File: config.mk
export PLATFORM = sky130hd
export DESIGN_NAME = dcache_ctrl
export DESIGN_NICKNAME = d
export VERILOG_FILES = /design/src/rtl/dcache_pkg.sv /design/src/rtl/dcache_tag_store.sv /design/src/rtl/dcache_ctrl.sv
export SDC_FILE = /design/constraint.sdc
export NUM_CORES = 1
export LEC_CHECK = 0
export ABC_AREA = 1
export BUFFER_PORTS_ARGS = -buffer_cell sky130_fd_sc_hd__buf_2
export CAP_MARGIN = 10
export CORE_MARGIN = 5
export CORE_UTILIZATION = 50
export DETAILED_ROUTE_END_ITERATION = 7
export PLACE_DENSITY = 0.77
export SYNTH_ARGS = -nofsm -noshare
export SYNTH_HDL_FRONTEND = slang
export SYNTH_SLANG_ARGS = --single-unit
export TNS_END_PERCENT = 5
File: constraint.sdc
create_clock -name clk -period 2.9 [get_ports clk]
set_clock_uncertainty 0.15 [all_clocks]
set_input_delay 0.58 -clock clk [delete_from_list [all_inputs] [get_ports clk]]
set_output_delay 0.58 -clock clk [all_outputs]
set_load 0.1 [all_outputs]
File: src/rtl/dcache_pkg.sv
// Shared types and address-field helpers for the direct-mapped data cache controller.
package dcache_pkg;

  typedef enum logic [1:0] {
    ST_IDLE,
    ST_REFILL,
    ST_WRITE,
    ST_DONE
  } dcache_state_t;

  function automatic int unsigned calc_off_w(input int unsigned line_words);
    return $clog2(line_words);
  endfunction

  function automatic int unsigned calc_idx_w(input int unsigned num_lines);
    return $clog2(num_lines);
  endfunction

  function automatic int unsigned calc_tag_w(input int unsigned addr_w,
                                             input int unsigned line_words,
                                             input int unsigned num_lines);
    return addr_w - $clog2(num_lines) - $clog2(line_words);
  endfunction

  // Generic field extract from a zero-extended word address; callers cast to the field width.
  function automatic logic [31:0] addr_field(input logic [31:0] addr,
                                             input int unsigned lsb,
                                             input int unsigned width);
    return (addr >> lsb) & ((32'd1 << width) - 32'd1);
  endfunction

  function automatic logic [31:0] addr_off(input logic [31:0] addr,
                                           input int unsigned off_w);
    return addr_field(addr, 0, off_w);
  endfunction

  function automatic logic [31:0] addr_idx(input logic [31:0] addr,
                                           input int unsigned off_w,
                                           input int unsigned idx_w);
    return addr_field(addr, off_w, idx_w);
  endfunction

  function automatic logic [31:0] addr_tag(input logic [31:0] addr,
                                           input int unsigned off_w,
                                           input int unsigned idx_w,
                                           input int unsigned tag_w);
    return addr_field(addr, off_w + idx_w, tag_w);
  endfunction

endpackage

File: src/rtl/dcache_tag_store.sv
// Tag array plus valid vector: one combinational read port, one synchronous write port.
module dcache_tag_store #(
  parameter int unsigned NUM_LINES = 32,
  parameter int unsigned IDX_W     = 5,
  parameter int unsigned TAG_W     = 3
) (
  input  logic             clk,
  input  logic             reset,
  input  logic [IDX_W-1:0] rd_idx,
  output logic [TAG_W-1:0] rd_tag,
  output logic             rd_valid,
  input  logic             wr_en,
  input  logic [IDX_W-1:0] wr_idx,
  input  logic [TAG_W-1:0] wr_tag
);

  logic [TAG_W-1:0]     tags [NUM_LINES];
  logic [NUM_LINES-1:0] valid;

  // Valid bits clear on reset so a partially refilled line never reads as resident.
  always_ff @(posedge clk) begin
    if (reset) begin
      valid <= '0;
    end else if (wr_en) begin
      valid[wr_idx] <= 1'b1;
    end
  end

  always_ff @(posedge clk) begin
    if (wr_en) begin
      tags[wr_idx] <= wr_tag;
    end
  end

  assign rd_tag   = tags[rd_idx];
  assign rd_valid = valid[rd_idx];

endmodule

File: src/rtl/dcache_ctrl.sv
// Direct-mapped, write-through, no-write-allocate data cache sequencer with req/ack memory port.
module dcache_ctrl
  import dcache_pkg::*;
#(
  parameter int unsigned ADDR_W     = 10,
  parameter int unsigned DATA_W     = 32,
  parameter int unsigned LINE_WORDS = 4,
  parameter int unsigned NUM_LINES  = 32,
  localparam int unsigned OFF_W     = calc_off_w(LINE_WORDS),
  localparam int unsigned IDX_W     = calc_idx_w(NUM_LINES),
  localparam int unsigned TAG_W     = calc_tag_w(ADDR_W, LINE_WORDS, NUM_LINES)
) (
  input  logic                   clk,
  input  logic                   reset,
  input  logic                   mem_read,
  input  logic                   mem_write,
  input  logic [ADDR_W-1:0]      word_address,
  input  logic [DATA_W-1:0]      data_in,
  output logic                   stall,
  output logic                   hit,
  output logic                   cache_we,
  output logic [IDX_W+OFF_W-1:0] cache_waddr,
  output logic [DATA_W-1:0]      cache_wdata,
  output logic                   mm_req,
  output logic                   mm_we,
  output logic [ADDR_W-1:0]      mm_addr,
  output logic [DATA_W-1:0]      mm_wdata,
  input  logic [DATA_W-1:0]      mm_rdata,
  input  logic                   mm_ack
);

  localparam logic [OFF_W-1:0] CNT_LAST = OFF_W'(LINE_WORDS - 1);

  dcache_state_t     state, state_n;
  logic [OFF_W-1:0]  cnt;
  logic [ADDR_W-1:0] lat_addr;
  logic [DATA_W-1:0] lat_data;
  logic              lat_en, cnt_clr, cnt_inc, tag_we;

  logic [TAG_W-1:0]  tag_in, lat_tag, rd_tag;
  logic [IDX_W-1:0]  idx_in, lat_idx;
  logic [OFF_W-1:0]  off_in;
  logic              rd_valid, hit_raw;

  assign tag_in  = TAG_W'(addr_tag(32'(word_address), OFF_W, IDX_W, TAG_W));
  assign idx_in  = IDX_W'(addr_idx(32'(word_address), OFF_W, IDX_W));
  assign off_in  = OFF_W'(addr_off(32'(word_address), OFF_W));
  assign lat_tag = TAG_W'(addr_tag(32'(lat_addr), OFF_W, IDX_W, TAG_W));
  assign lat_idx = IDX_W'(addr_idx(32'(lat_addr), OFF_W, IDX_W));

  dcache_tag_store #(
    .NUM_LINES (NUM_LINES),
    .IDX_W     (IDX_W),
    .TAG_W     (TAG_W)
  ) u_tag_store (
    .clk      (clk),
    .reset    (reset),
    .rd_idx   (idx_in),
    .rd_tag   (rd_tag),
    .rd_valid (rd_valid),
    .wr_en    (tag_we),
    .wr_idx   (lat_idx),
    .wr_tag   (lat_tag)
  );

  // Lookup always uses the live address; the core holds it stable while stalled.
  assign hit_raw = rd_valid && (rd_tag == tag_in);

  always_ff @(posedge clk) begin
    if (reset) begin
      state <= ST_IDLE;
      cnt   <= '0;
    end else begin
      state <= state_n;
      if (cnt_clr) begin
        cnt <= '0;
      end else if (cnt_inc) begin
        cnt <= cnt + 1'b1;
      end
    end
  end

  always_ff @(posedge clk) begin
    if (lat_en) begin
      lat_addr <= word_address;
      lat_data <= data_in;
    end
  end

  always_comb begin
    state_n     = state;
    stall       = 1'b0;
    hit         = 1'b0;
    cache_we    = 1'b0;
    cache_waddr = '0;
    cache_wdata = '0;
    mm_req      = 1'b0;
    mm_we       = 1'b0;
    mm_addr     = '0;
    mm_wdata    = '0;
    lat_en      = 1'b0;
    cnt_clr     = 1'b0;
    cnt_inc     = 1'b0;
    tag_we      = 1'b0;

    case (state)
      ST_IDLE: begin
        hit = hit_raw;
        if (mem_write) begin
          stall   = 1'b1;
          lat_en  = 1'b1;
          state_n = ST_WRITE;
          if (hit_raw) begin
            cache_we    = 1'b1;
            cache_waddr = {idx_in, off_in};
            cache_wdata = data_in;
          end
        end else if (mem_read && !hit_raw) begin
          stall   = 1'b1;
          lat_en  = 1'b1;
          cnt_clr = 1'b1;
          state_n = ST_REFILL;
        end
      end

      ST_REFILL: begin
        stall   = 1'b1;
        mm_req  = 1'b1;
        mm_addr = {lat_tag, lat_idx, cnt};
        if (mm_ack) begin
          cache_we    = 1'b1;
          cache_waddr = {lat_idx, cnt};
          cache_wdata = mm_rdata;
          cnt_inc     = 1'b1;
          if (cnt == CNT_LAST) begin
            tag_we  = 1'b1;
            state_n = ST_DONE;
          end
        end
      end

      ST_WRITE: begin
        stall    = 1'b1;
        mm_req   = 1'b1;
        mm_we    = 1'b1;
        mm_addr  = lat_addr;
        mm_wdata = lat_data;
        if (mm_ack) begin
          state_n = ST_DONE;
        end
      end

      ST_DONE: begin
        hit     = hit_raw;
        state_n = ST_IDLE;
      end

      default: state_n = ST_IDLE;
    endcase

    // Reset masks every side effect in the cycle it is asserted.
    if (reset) begin
      stall    = 1'b0;
      hit      = 1'b0;
      cache_we = 1'b0;
      mm_req   = 1'b0;
      tag_we   = 1'b0;
      state_n  = ST_IDLE;
    end
  end

endmodule

==> run_results.csv <==
group,metric,value,unit
status,status,"finished, violations left",
status,failed_checks,"design-rule violations, negative setup slack",
sta,rsz0062_at_grt,"true",
final_layout,syn_to_final_growth,46.0,%
final_layout,drive_above_1_share,0.371,
clocking,clkLatencyLatePin,0.43,ns
final_layout,final_cell_mix,"221 x nand2_1, 138 x edfxtp_1, 106 x buf_2",
detailed_routing,ant_nets,0,
global_routing,grt_max_degree,37,
flow_run,cap_violations,0,
sta,whs,0.199,ns
logic_synthesis,ys_seq_area_frac,0.616,
sta,final_max_slew_viol_count,0,
clocking,cts_tree,"built",
critical_path,critPathKind,"primary input to output pin",
power,vdd_drop_max,616,uV
logic_synthesis,yosys_warnings,0,
sta,worst_slew_pin_slew,0.740,ns
logic_synthesis,async_flop_share,0,
logic_synthesis,synth_ff_type,"edfxtp_1",
floorplanning,ios,165,
place,io_buffers,164,
sta,fin_crit_sh,1.14,
critical_path,endpoint_kind,"output pin",
critical_path,slowest_stage,"buf_12",
floorplanning,start_util,0.503,
min_path,min_path_type,"primary input to register",
clocking,cts.path.max_buffers,2,
critical_path,cpPeakStageDelay,0.18,ns
detailed_routing,first_iter_violations,1000,
logic_synthesis,syn-cell-area,0.00790,mm2
power,cellLeakagePower,4.89,nW
place,post-dp-hpwl,15700,um
final_layout,finalNetCount,1154,
logic_synthesis,synth-edff-count,138,
global_routing,overflow,0,
global_routing,grt_pass1_wl,36200,um
power,share_seq_of_total_power,0.311,
power,swShare,0.450,
critical_path,critPathMaxFanout,16,
detailed_routing,wirelength,28100,um
logic_synthesis,synth_area_per_cell,9.14,um2
global_routing,grt_pass1_vias,6910,
sta,finalHoldViolations,0,
logic_synthesis,synth_cells,864,
clocking,numCtsBuffers,17,
clocking,htreeDepth,4,
floorplanning,core,0.0157,mm2
place,placed_area,0.0101,mm2
final_layout,final_cell_area,0.0115,mm2
power,internal_power,5.50,mW
global_routing,globalRouteTotalUtil,0.256,
power,p_total,10.0,mW
floorplanning,dieArea,0.0184,mm2
logic_synthesis,synth_seq_cells,174,
detailed_routing,post_drt_wl_per_cell,21.6,um
sta,setup_ws,-0.400,ns
detailed_routing,drtPass1Iterations,8,
final_layout,diodes,0,
clocking,clkTransAtPathRegs,0.06,ns
detailed_routing,vias_per_cell,5.89,
critical_path,crit_required,2.17,ns
clocking,clkSinkCount,174,
power,p_sw,4.51,mW
floorplanning,rows,46,
power,power.density,867,mW/mm2
sta,period_minus_slack,3.30,ns
floorplanning,fp.dieW,136,um
critical_path,cpMostUsedCell,"nand2_1",
detailed_routing,num_vias,7647,
sta,slew_headroom,0.505,
clocking,clockRootBuffer,"clkbuf_16",
sta,setup_viol,42,
critical_path,worstPathArrival,2.57,ns
power,p_comb_frac,0.451,
floorplanning,fp.dieH,136,um
final_layout,final_common_cell,"nand2_1",
critical_path,worstSetupStartpointType,"primary input",
critical_path,path_cells,"buf_16 -> inv_8 -> nand2_1 -> nand3_1 -> nand3_1 -> nand2_2 -> nand2_1 -> nand3_2 -> nand2_1 -> nand2_1 -> nand2_1 -> nor2_2 -> nand2_4 -> clkinv_8 -> buf_4 -> nand3_1 -> nand2_2 -> buf_12",
sta,fmax,303,MHz
place,gp_congestion,0.901,
global_routing,antenna_found_initial,0,
logic_synthesis,synth_nets,948,
logic_synthesis,yosys.cell_types.count,26,
power,clockPowerShare,0.238,
detailed_routing,drc_errors,1,
path summary, 6_finish.rpt:
check	cells after the start	slack (ns)	startpoint	end
hold / removal	1	0.20	data_in[22]	lat_data[22]
setup reg to reg	19	0.15	u_tag_store.tags[26][2]	lat_data[5]
hold reg to reg	2	0.33	u_tag_store.valid[29]	u_tag_store.valid[29]
setup / recovery	18	-0.40	word_address[2]	cache_wdata[14]
Yosys cell counts, drive strengths merged (3+ instances only):
library cell | count | area [um2]
nand2 | 278 | 1050
nand3 | 143 | 766
edfxtp | 138 | 4140
nor2 | 115 | 434
inv | 69 | 262
dfxtp | 36 | 721
buf | 28 | 203
clkbuf | 14 | 52.6
nor3 | 12 | 60.1
a21oi | 10 | 50.1
ha | 5 | 62.6
o22ai | 5 | 31.3
o21ai | 4 | 20.0
clkinv | 3 | 11.3
critical path, delay by kind of cell:
family | cells | cell delay (ns)
buf+inv | 5 | 0.71
simple gates | 13 | 1.25
logic make-up (layout without fill, tap and decap cells):
family | count (synthesis) | after routing | synth area share
flops | 174 | 174 | 0.616
compound gates | 20 | 20 | 0.0139
fa+ha+maj | 5 | 5 | 0.00792
buf+inv | 114 | 333 | 0.0668
simple gates | 551 | 551 | 0.295
power by group through the flow:
stage | registers [mW] | clock network, mW | logic, mW
after floorplan | 3.18 | 0 | 3.01
after global placement | 3.14 | 0 | 4.17
after detailed placement | 3.15 | 0 | 4.21
after CTS | 3.10 | 2.34 | 4.30
after global routing | 3.12 | 2.46 | 4.66
final | 3.11 | 2.38 | 4.51
per-stage QoR:
| stage | setup WS (ns) | instances | utilization | setup TNS [ns] |
|---|---|---|---|---|
| finish | -0.400 | 1299 | 0.734 | -13.57 |
| global route | -0.457 | 1299 | 0.734 | -16.94 |
| CTS | -0.310 | 1282 | 0.693 | -10.88 |
| detailed placement | -0.519 | 1243 | 0.642 | -29.58 |
| global placement | -0.492 | 1243 | 0.642 | -29.33 |
| floorplan | -0.210 | 864 | - | -8.70 |
metal layers:
metal	global-route usage	up-vias	share of wire
met3	0.0520	156	0.12
li1	-	3255	-
met2	0.417	639	0.49
met1	0.338	3597	0.34
met5	0	-	0
met4	0.103	0	0.052
repair_timing:
action | in CTS | in global routing
hold buffers | 0 | 0
resized for setup | 30 | 84
pin swaps | 2 | 54
cloned | 4 | 15
setup endpoints to repair | 52 | 60
buffers inserted | 3 | 2
endpoints found under the hold margin | 0 | 0
registers in the layout, indices dropped and copies added, names as in the netlist:
register	flops
lat_data	32
lat_addr	10
state	2
cnt	2
u_tag_store.valid	32
u_tag_store.tags	96
cell type report:
type	count	area, um2
clock buffers	22	465
clock inverters	10	139
fillers	906	4180
inverters	72	324
multi-input cells	576	3100
flip-flops and latches	174	4860
well taps	216	270
repair buffers	224	2300
repair inverters	5	70.1
Power figures use the tool's default switching activity.
